## src/rtl/nibble_serial_adder_pkg.sv

```systemverilog
// Shared ALU definitions for the nibble-serial adder: slice width, FSM states, result flags.
package nibble_serial_adder_pkg;

    localparam int unsigned NIBBLE_W = 4;
    localparam int unsigned OPS_W    = 16;

    typedef enum logic [1:0] {
        IDLE = 2'd0,
        RUN  = 2'd1,
        DONE = 2'd2
    } state_e;

    typedef struct packed {
        logic cout;
        logic ovf;
        logic zero;
    } flags_t;

endpackage

```

## src/rtl/nibble_serial_adder_if.sv

```systemverilog
// Operand/result handshake bundle between the ALU front-end and the nibble-serial adder.
interface nibble_serial_adder_if #(
    parameter int unsigned WIDTH = 16
);
    logic             in_valid;
    logic             in_ready;
    logic [WIDTH-1:0] a;
    logic [WIDTH-1:0] b;
    logic             cin;
    logic             sub;
    logic             out_valid;
    logic             out_ready;
    logic [WIDTH-1:0] sum;
    logic             cout;
    logic             ovf;
    logic             zero;

    modport master (
        output in_valid, a, b, cin, sub, out_ready,
        input  in_ready, out_valid, sum, cout, ovf, zero
    );

    modport slave (
        input  in_valid, a, b, cin, sub, out_ready,
        output in_ready, out_valid, sum, cout, ovf, zero
    );
endinterface

```

## src/rtl/nibble_serial_adder_adder4.sv

```systemverilog
// nibble_adder4: combinational 4-bit ripple-carry adder slice.
module nibble_adder4
    import nibble_serial_adder_pkg::*;
(
    input  logic [NIBBLE_W-1:0] a4,
    input  logic [NIBBLE_W-1:0] b4,
    input  logic                ci,
    output logic [NIBBLE_W-1:0] s4,
    output logic                co
);
    logic [NIBBLE_W:0] c;

    always_comb begin
        c    = '0;
        s4   = '0;
        c[0] = ci;
        for (int i = 0; i < int'(NIBBLE_W); i++) begin
            s4[i]  = a4[i] ^ b4[i] ^ c[i];
            c[i+1] = (a4[i] & b4[i]) | (c[i] & (a4[i] ^ b4[i]));
        end
        co = c[NIBBLE_W];
    end
endmodule

```

## src/rtl/nibble_serial_adder.sv

```systemverilog
// WIDTH-bit add/subtract done one nibble per cycle through a single nibble_adder4.
// Optional ops_done completed-operation counter enabled by NSA_PERF_CNT_EN.
module nibble_serial_adder
    import nibble_serial_adder_pkg::*;
#(
    parameter int unsigned WIDTH = 16
) (
    input  logic                      clk,
    input  logic                      rst_n,
    nibble_serial_adder_if.slave      bus
`ifdef NSA_PERF_CNT_EN
    ,
    output logic [OPS_W-1:0]          ops_done
`endif
);
    localparam int unsigned NIBBLES  = WIDTH / NIBBLE_W;
    localparam int unsigned IDX_W    = (NIBBLES > 1) ? $clog2(NIBBLES) : 1;
    localparam logic [IDX_W-1:0] LAST_IDX = IDX_W'(NIBBLES - 1);

    state_e           state;
    logic             in_ready_q;
    logic             out_valid_q;
    logic [WIDTH-1:0] a_q;
    logic [WIDTH-1:0] b_q;
    logic [WIDTH-1:0] sum_q;
    logic             carry_q;
    logic [IDX_W-1:0] idx_q;
    flags_t           flags_q;

    logic [NIBBLE_W-1:0] a4_c;
    logic [NIBBLE_W-1:0] b4_c;
    logic [NIBBLE_W-1:0] s4_c;
    logic                co_c;
    logic [WIDTH-1:0]    sum_next_c;
    flags_t              flags_next_c;

    // Nibble multiplexer feeding the shared slice
    assign a4_c = a_q[NIBBLE_W*idx_q +: NIBBLE_W];
    assign b4_c = b_q[NIBBLE_W*idx_q +: NIBBLE_W];

    nibble_adder4 u_adder4 (
        .a4 (a4_c),
        .b4 (b4_c),
        .ci (carry_q),
        .s4 (s4_c),
        .co (co_c)
    );

    // Full sum including the nibble produced this cycle; flags are only meaningful on the last pass
    always_comb begin
        sum_next_c = sum_q;
        sum_next_c[NIBBLE_W*idx_q +: NIBBLE_W] = s4_c;
        flags_next_c.cout = co_c;
        flags_next_c.ovf  = a_q[WIDTH-1] ^ b_q[WIDTH-1] ^ sum_next_c[WIDTH-1] ^ co_c;
        flags_next_c.zero = (sum_next_c == '0);
    end

    always_ff @(posedge clk or negedge rst_n) begin
        if (!rst_n) begin
            state       <= IDLE;
            in_ready_q  <= 1'b1;
            out_valid_q <= 1'b0;
            a_q         <= '0;
            b_q         <= '0;
            sum_q       <= '0;
            carry_q     <= 1'b0;
            idx_q       <= '0;
            flags_q     <= '0;
        end else begin
            case (state)
                IDLE: begin
                    if (bus.in_valid) begin
                        a_q        <= bus.a;
                        b_q        <= bus.sub ? ~bus.b : bus.b;
                        carry_q    <= bus.sub | bus.cin;
                        idx_q      <= '0;
                        in_ready_q <= 1'b0;
                        state      <= RUN;
                    end
                end
                RUN: begin
                    sum_q   <= sum_next_c;
                    carry_q <= co_c;
                    idx_q   <= idx_q + IDX_W'(1);
                    if (idx_q == LAST_IDX) begin
                        flags_q     <= flags_next_c;
                        out_valid_q <= 1'b1;
                        state       <= DONE;
                    end
                end
                DONE: begin
                    if (bus.out_ready) begin
                        out_valid_q <= 1'b0;
                        in_ready_q  <= 1'b1;
                        state       <= IDLE;
                    end
                end
                default: begin
                    in_ready_q  <= 1'b1;
                    out_valid_q <= 1'b0;
                    state       <= IDLE;
                end
            endcase
        end
    end

    assign bus.in_ready  = in_ready_q;
    assign bus.out_valid = out_valid_q;
    assign bus.sum       = sum_q;
    assign bus.cout      = flags_q.cout;
    assign bus.ovf       = flags_q.ovf;
    assign bus.zero      = flags_q.zero;

`ifdef NSA_PERF_CNT_EN
    logic [OPS_W-1:0] ops_q;

    // Saturating count of result handshakes
    always_ff @(posedge clk or negedge rst_n) begin
        if (!rst_n) begin
            ops_q <= '0;
        end else if (out_valid_q && bus.out_ready && (ops_q != {OPS_W{1'b1}})) begin
            ops_q <= ops_q + OPS_W'(1);
        end
    end

    assign ops_done = ops_q;
`endif

endmodule
```

## src/flat_wrapper.sv

```systemverilog
// flat-port wrapper written by rule: the top's interface ports become plain ports
module nibble_serial_adder_flat import nibble_serial_adder_pkg::*;
#(
    parameter int unsigned WIDTH = 16
)
  (clk, rst_n, bus_in_valid, bus_a, bus_b, bus_cin, bus_sub, bus_out_ready, bus_in_ready, bus_out_valid, bus_sum, bus_cout, bus_ovf, bus_zero);
  nibble_serial_adder_if #(.WIDTH(WIDTH)) bus_i ();
  input  logic clk;
  input  logic rst_n;
  input wire logic [$bits(bus_i.in_valid)-1:0] bus_in_valid;
  input wire logic [$bits(bus_i.a)-1:0] bus_a;
  input wire logic [$bits(bus_i.b)-1:0] bus_b;
  input wire logic [$bits(bus_i.cin)-1:0] bus_cin;
  input wire logic [$bits(bus_i.sub)-1:0] bus_sub;
  input wire logic [$bits(bus_i.out_ready)-1:0] bus_out_ready;
  output wire logic [$bits(bus_i.in_ready)-1:0] bus_in_ready;
  output wire logic [$bits(bus_i.out_valid)-1:0] bus_out_valid;
  output wire logic [$bits(bus_i.sum)-1:0] bus_sum;
  output wire logic [$bits(bus_i.cout)-1:0] bus_cout;
  output wire logic [$bits(bus_i.ovf)-1:0] bus_ovf;
  output wire logic [$bits(bus_i.zero)-1:0] bus_zero;
  assign bus_i.in_valid = bus_in_valid;
  assign bus_i.a = bus_a;
  assign bus_i.b = bus_b;
  assign bus_i.cin = bus_cin;
  assign bus_i.sub = bus_sub;
  assign bus_i.out_ready = bus_out_ready;
  assign bus_in_ready = bus_i.in_ready;
  assign bus_out_valid = bus_i.out_valid;
  assign bus_sum = bus_i.sum;
  assign bus_cout = bus_i.cout;
  assign bus_ovf = bus_i.ovf;
  assign bus_zero = bus_i.zero;
  nibble_serial_adder #(.WIDTH(WIDTH)) u_core (.clk(clk), .rst_n(rst_n), .bus(bus_i));
endmodule
```

## config.mk

```make
export PLATFORM = sky130hd
export DESIGN_NAME = nibble_serial_adder_flat
export DESIGN_NICKNAME = d
export VERILOG_FILES = /design/src/rtl/nibble_serial_adder_pkg.sv /design/src/rtl/nibble_serial_adder_if.sv /design/src/rtl/nibble_serial_adder_adder4.sv /design/src/rtl/nibble_serial_adder.sv /design/src/flat_wrapper.sv
export SDC_FILE = /design/constraint.sdc
export NUM_CORES = 1
export LEC_CHECK = 0
export ABC_AREA = 1
export BUFFER_PORTS_ARGS = -buffer_cell sky130_fd_sc_hd__buf_2
export CORE_ASPECT_RATIO = 0.7
export CORE_MARGIN = 1
export CORE_UTILIZATION = 45
export CTS_BUF_LIST = sky130_fd_sc_hd__clkbuf_4 sky130_fd_sc_hd__clkbuf_8
export DETAILED_ROUTE_END_ITERATION = 12
export HOLD_SLACK_MARGIN = 0.15
export PLACE_DENSITY = 0.67
export SYNTH_ARGS = -nofsm -noshare
export SYNTH_HDL_FRONTEND = slang
export SYNTH_SLANG_ARGS = --single-unit
```

## constraint.sdc

```tcl
create_clock -name clk -period 3.9 [get_ports clk]
set_clock_uncertainty 0.1 [all_clocks]
set_input_delay 0.39 -clock clk [delete_from_list [all_inputs] [get_ports clk]]
set_output_delay 0.39 -clock clk [all_outputs]
set_load 0.02 [all_outputs]
```

==> impl_metrics.toml, run 1 <==
[status]
outcome = "completed"

[grt]
grt_pass1_wl_mm = 12.02
grt_pass1_vias = 2483
grt-ovfl-total = 0
grt_max_degree = 51
grt.total_usage_pct = 21.87
antenna_found_initial = 0

[cells_and_area]
area_growth_pct = 22.04
multi_input_area_um2 = 1476
regArea_um2 = 1453
post-route-util_pct = 58.80
stdcell_area_um2 = 3796
nets = 498
antenna_cells = 0
fin_cells = 546
drive_gt1_share_pct = 19.34
fillers = 596

[sta]
worst-slew-pin-transition_ns = 0.5990
slew_headroom_pct = 59.97
holdWs_ns = 0.1599
min_period_ns = 3.611
rsz0062_at_grt = "false"
finalSetupTns_ns = 0
setup_slack_ns = 0.2894
finalCritPeriodShare_pct = 92.58
finalHoldViolCount = 0
final-setup-viol-count = 0
fmaxAchievable_mhz = 277.0
drv_slew = 0

[clock_tree]
cts_tree = "yes"
cts_inserted_buffers = 9
clock-sinks = 58
clk_path_buf_depth = 2
htree_num_levels = 3
insertion_delay_ns = 0.34
cts_root_buffer = "clkbuf_8"
clkTransAtPathRegs_ns = 0.07

[critical_path]
cp-end-kind = "register"
critPathSlowestCell = "fa_1"
criticalPathCategory = "reg -> reg"
critical_path.max_fanout = 17
crit_end = "u_core.bus.zero"
path_cells = "inv_4 > nand2_1 > a32o_1 > fa_1 > inv_1 > fa_1 > inv_1 > fa_1 > fa_1 > nor2_1 > nand3_1 > nand2_1 > nor2_1 > nand2_1 > nor2_1 > nand3_1 > nand2_1"
max_stage_delay_ns = 0.60
r2r_setup_slack_ns = 0.29
worstReg2RegEnd = "u_core.bus.zero"
reg2reg_from = "u_core.idx_q[0]"
crit_path_start_kind = "register"
ff2ff_path_depth = 17
worst_ep_arrival_time_ns = 3.78
worstPathRequired_ns = 4.07
startpoint = "u_core.idx_q[0]"

[synthesis]
netlist_instances = 381
async_flop_share_pct = 100.0
yosysMostFrequentCell = "nand2_1"
synth_cell_types = 31
synth-edff-count = 0
synth_nets = 429
synthTopCellsByCount = "143 x nand2_1, 57 x dfrtp_1, 35 x nor2_1"
avgSynthCellArea_um2 = 8.164
ys_seq_area_share_pct = 46.70
synth_top_area_cell = "dfrtp_1"
yosys_most_used_dff = "dfrtp_1"
ys_warn_count = 0
synthTopCellsByArea = "dfrtp_1 46%, nand2_1 17%, xnor2_1 5.1%"
syn_area_um2 = 3110
yosysTopAreaCellShare_pct = 45.86
ys_ff_latch = 58

[worst_hold_path]
worstHoldStart = "bus_a[1]"
worstHoldPathType = "in -> reg"

[placed_design]
port_buffers = 58
placed_area_um2 = 3446
place_hpwl_mm = 5.204
place_inst = 518
gp_congestion = 0.8829
place_ws_ns = 0.3069

[route]
vias = 2658
antenna_left = 0
viasPerCell = 4.868
routedWlPerCell_um = 13.12
drc_errors = 0
dr.pass1.iters = 4
wirelength_mm = 7.164
drt_iter0_markers = 176

[floorplan]
coreArea_um2 = 6456
die_x_um = 101.4
die_y_um = 71.56
fp.dieArea_um2 = 7254
rows = 24
start_util_pct = 48.18
boundaryPins = 59

[power_and_ir_drop]
power.density_nw_per_um2 = 974.0
total_power_mw = 3.698
ir_drop_v = 0.0002922
cellLeakagePower_nw = 1.905

[job]
drv_cap = 0
## kinds of logic (layout without fill, tap and decap cells)
group,Yosys count,in the layout,synth area share (%)
flip-flops,58,58,46.70
AND/OR/NAND/NOR,197,197,25.42
adder cells (fa/ha/maj),10,10,4.988
buffers and inverters,37,111,5.833
AO/OA/AOI/OAI,61,61,11.99
XOR/XNOR,18,18,5.068
## layout by cell type (no fill, tap or decap)
cell type | synthesis | routed
bufinv_16 | 0 | 2
a21boi_0 | 1 | 1
o21ai_0 | 30 | 30
fa_1 | 4 | 4
dfstp_2 | 1 | 1
clkinvlp_4 | 0 | 1
nand2_1 | 143 | 143
dlygate4sd3_1 | 0 | 12
inv_2 | 2 | 1
clkinv_2 | 0 | 1
nor2_1 | 35 | 35
buf_4 | 4 | 5
ha_1 | 6 | 6
a22oi_2 | 1 | 1
nand3b_1 | 1 | 1
o21a_1 | 1 | 1
inv_4 | 0 | 1
nand3_1 | 14 | 14
nor2_4 | 2 | 2
nand2_2 | 1 | 1
clkinv_4 | 0 | 2
nor3_4 | 1 | 1
a21boi_2 | 1 | 1
a21oi_1 | 6 | 6
a31oi_1 | 11 | 11
a32o_1 | 6 | 6
dfrtp_1 | 57 | 57
clkbuf_8 | 1 | 10
o21ai_1 | 1 | 1
inv_1 | 18 | 18
xnor2_1 | 18 | 18
buf_2 | 8 | 58
o211ai_1 | 1 | 1
o22ai_1 | 2 | 2
## flip-flops by register name, indices dropped and copies added, names as in the netlist
name / cells
u_core.bus.sum: 16
u_core.bus.ovf: 1
u_core.a_q: 16
u_core.carry_q: 1
u_core.bus.cout: 1
u_core.idx_q: 2
u_core.b_q: 16
u_core.bus.out_valid: 1
u_core.bus.in_ready: 1
u_core.state: 2
u_core.bus.zero: 1
## worst min path at each step
stage | depth (start not counted) | endpoint | slack (ns)
finish | 3 | u_core.a_q[1] | 0.16
global route | 3 | u_core.a_q[8] | 0.16
CTS | 3 | u_core.a_q[1] | 0.15
detailed placement | 1 | u_core.a_q[13] | 0.17
global placement | 1 | u_core.a_q[6] | 0.16
floorplan | 0 | u_core.a_q[0] | -0.006
## worst max-delay path: cells and delay by family (launching register included)
family / cells / cell delay (ns)
adders and majority gates: 4 / 1.54
and+or+nand+nor: 9 / 0.75
DFF: 1 / 0.54
buffers and inverters: 3 / 0.35
AOI/OAI and AO/OA: 1 / 0.24
## routing by layer
metal	routed length (um)	GRT usage (%)	up-vias
met1	3859	33.78	1193
met2	2785	29.25	91
met5	0	0	-
li1	-	-	1368
met3	458	6.244	6
met4	61	6.763	0
## area by class of cell
class,instances,share of cell area (%)
clock buffers,10,3.626
clock inverters,6,2.373
inverters,20,2.044
multi-input cells,286,38.89
flip-flops and latches,58,38.27
well taps,91,2.999
repair buffers,75,11.80
## power by group
group	internal, mW	total (mW)	switching, mW
clock network	0.378	0.625	0.247
registers	0.894	1.12	0.225
logic	0.720	1.95	1.23
total	1.99	3.70	1.71
## repair_timing
item | CTS | global route
gates resized for setup | 0 | 1
setup buffers | 0 | 0
endpoints found under the setup margin | 0 | 1
hold buffers | 12 | 0
endpoints found under the hold margin | 21 | 0
No activity file was read; power rests on OpenSTA's default activity.
==> run 2: changes to the inputs <==
==> constraint.sdc (replaced) <==
create_clock -name clk -period 3.42 [get_ports clk]
set_clock_uncertainty 0.1 [all_clocks]
set_input_delay 0.342 -clock clk [delete_from_list [all_inputs] [get_ports clk]]
set_output_delay 0.342 -clock clk [all_outputs]
set_load 0.02 [all_outputs]
==> run 2 against run 1 <==
Cell area up 4.3%. Via count increased by 4.4%. Register-to-register slack worse by 0.096 ns. Critical endpoint unchanged.
==> impl_metrics.toml, run 2 (synthesis results as in run 1) <==
[route]
routedWlPerCell_um = 13.38
antenna_left = 0
drt_iter0_markers = 169
viasPerCell = 4.964
vias = 2775
drc_errors = 0
dr.pass1.iters = 5
wirelength_mm = 7.482

[sta]
final-setup-viol-count = 0
setup_slack_ns = 0.1937
fmaxAchievable_mhz = 310.0
worst-slew-pin-transition_ns = 0.6413
finalHoldViolCount = 0
finalCritPeriodShare_pct = 94.34
drv_slew = 0
rsz0062_at_grt = "true"
slew_headroom_pct = 57.24
min_period_ns = 3.226

[worst_hold_path]
worstHoldPathType = "in -> reg"

[placed_design]
placed_area_um2 = 3478
place_ws_ns = 0.1554
port_buffers = 58
place_hpwl_mm = 5.225
place_inst = 522
gp_congestion = 0.8583

[clock_tree]
cts_root_buffer = "clkbuf_8"
htree_num_levels = 3
clk_path_buf_depth = 2
clkTransAtPathRegs_ns = 0.07
insertion_delay_ns = 0.34
clock-sinks = 58
cts_tree = "yes"
cts_inserted_buffers = 9

[grt]
busiest_layer = "met1"
grt_pass1_vias = 2633
use_met3_pct = 5.463
grt_use_met2_pct = 32.96
grt_max_degree = 51
grt_use_met1_pct = 34.24
grt-ovfl-total = 0
antenna_found_initial = 0
grt.total_usage_pct = 23.24
grt_pass1_wl_mm = 12.65

[power_and_ir_drop]
cellLeakagePower_nw = 1.978
power.density_nw_per_um2 = 1132
ir_drop_v = 0.0004865

[critical_path]
critical_path.max_fanout = 7
crit_path_start_kind = "register"
criticalPathCategory = "reg -> reg"
worst_ep_arrival_time_ns = 3.40
worstPathRequired_ns = 3.59
cp-end-kind = "register"

[cells_and_area]
final_common_cell = "nand2_1"
drive_gt1_share_pct = 24.15
fin_cells = 559
nets = 511
final_cell_mix = "141 x nand2_1, 58 x buf_2, 56 x dfrtp_1"
antenna_cells = 0
area_growth_pct = 27.23
stdcell_area_um2 = 3958

[floorplan]
boundaryPins = 59
die_y_um = 71.56
coreArea_um2 = 6456
fp.dieArea_um2 = 7254
start_util_pct = 48.18
rows = 24
die_x_um = 101.4

[status]
outcome = "completed"

[job]
drv_cap = 0
[run 2: changes by cell type in the layout (fill, tap and decap cells not counted), moves of 4 or more]
cell,delta
fa_2,+4
inv_1,-4
dlygate4sd3_1,+5
inv_2,+4
fa_1,-4
buf_4,+7
[run 2: critical path, cell delays in order (launching register included)]
cell,delay [ns]
dfrtp_2,0.45
buf_6,0.13
nand2_1,0.05
a32o_2,0.25
fa_2,0.35
inv_2,0.06
fa_2,0.18
inv_2,0.04
fa_2,0.35
fa_2,0.62
inv_2,0.05
nand3_2,0.09
nand2_2,0.05
nor2_2,0.10
nand2_1,0.05
nor2_1,0.09
nand3_1,0.08
nand2_1,0.07
[run 2: final timing paths]
path / from / end / slack, ns / cells after the start
max in group asynchronous: rst_n / u_core.idx_q[0] / 1.89 / 3
hold / removal: bus_b[8] / u_core.b_q[8] / 0.18 / 3
hold reg to reg: u_core.bus.in_ready / u_core.bus.in_ready / 0.38 / 2
min in group asynchronous: rst_n / u_core.a_q[2] / 0.46 / 2
setup / recovery: u_core.idx_q[0] / u_core.bus.zero / 0.19 / 17
setup reg to reg: u_core.idx_q[0] / u_core.bus.zero / 0.19 / 17
[run 2: per-layer routing]
metal / wire (um) / up-vias / part of all wire, %
li1: - / 1389 / -
met1: 3840 / 1285 / 51
met2: 3133 / 90 / 42
met3: 416 / 11 / 5.6
met4: 92 / 0 / 1.2
met5: 0 / - / 0
[run 2: per-stage QoR]
stage          utilization, %  hold slack (ns)  total power [mW]  setup TNS, ns
3_3_place_gp            53.88           0.2862             3.466              0
4_1_cts                 60.17           0.1750             4.303              0
3_5_place_dp            53.88           0.3012             3.507              0
5_1_grt                 61.30           0.1786             4.855       -0.02834
6_report                61.30           0.1828             4.482              0
2_1_floorplan               -         -0.05359             2.931              0
[run 2: what timing repair did]
item                       CTS  global route
hold endpoints to repair    42             0
gates resized for setup      0            19
buffers inserted             0             4
hold buffers                17             0
setup endpoints to repair    0             2
[run 2: layout make-up]
type                    count  area [um2]
repair buffers             88       561.8
inverters                  20       77.57
multi-input cells         286        1514
flip-flops and latches     58        1454
clock buffers              10       131.4
well taps                  91       113.9
fillers                   601        2499
clock inverters             6       105.1
[run 2: power breakdown]
part	total [mW]	switching [mW]	internal, mW
logic	2.45	1.50	0.948
registers	1.27	0.244	1.02
clock network	0.765	0.276	0.488
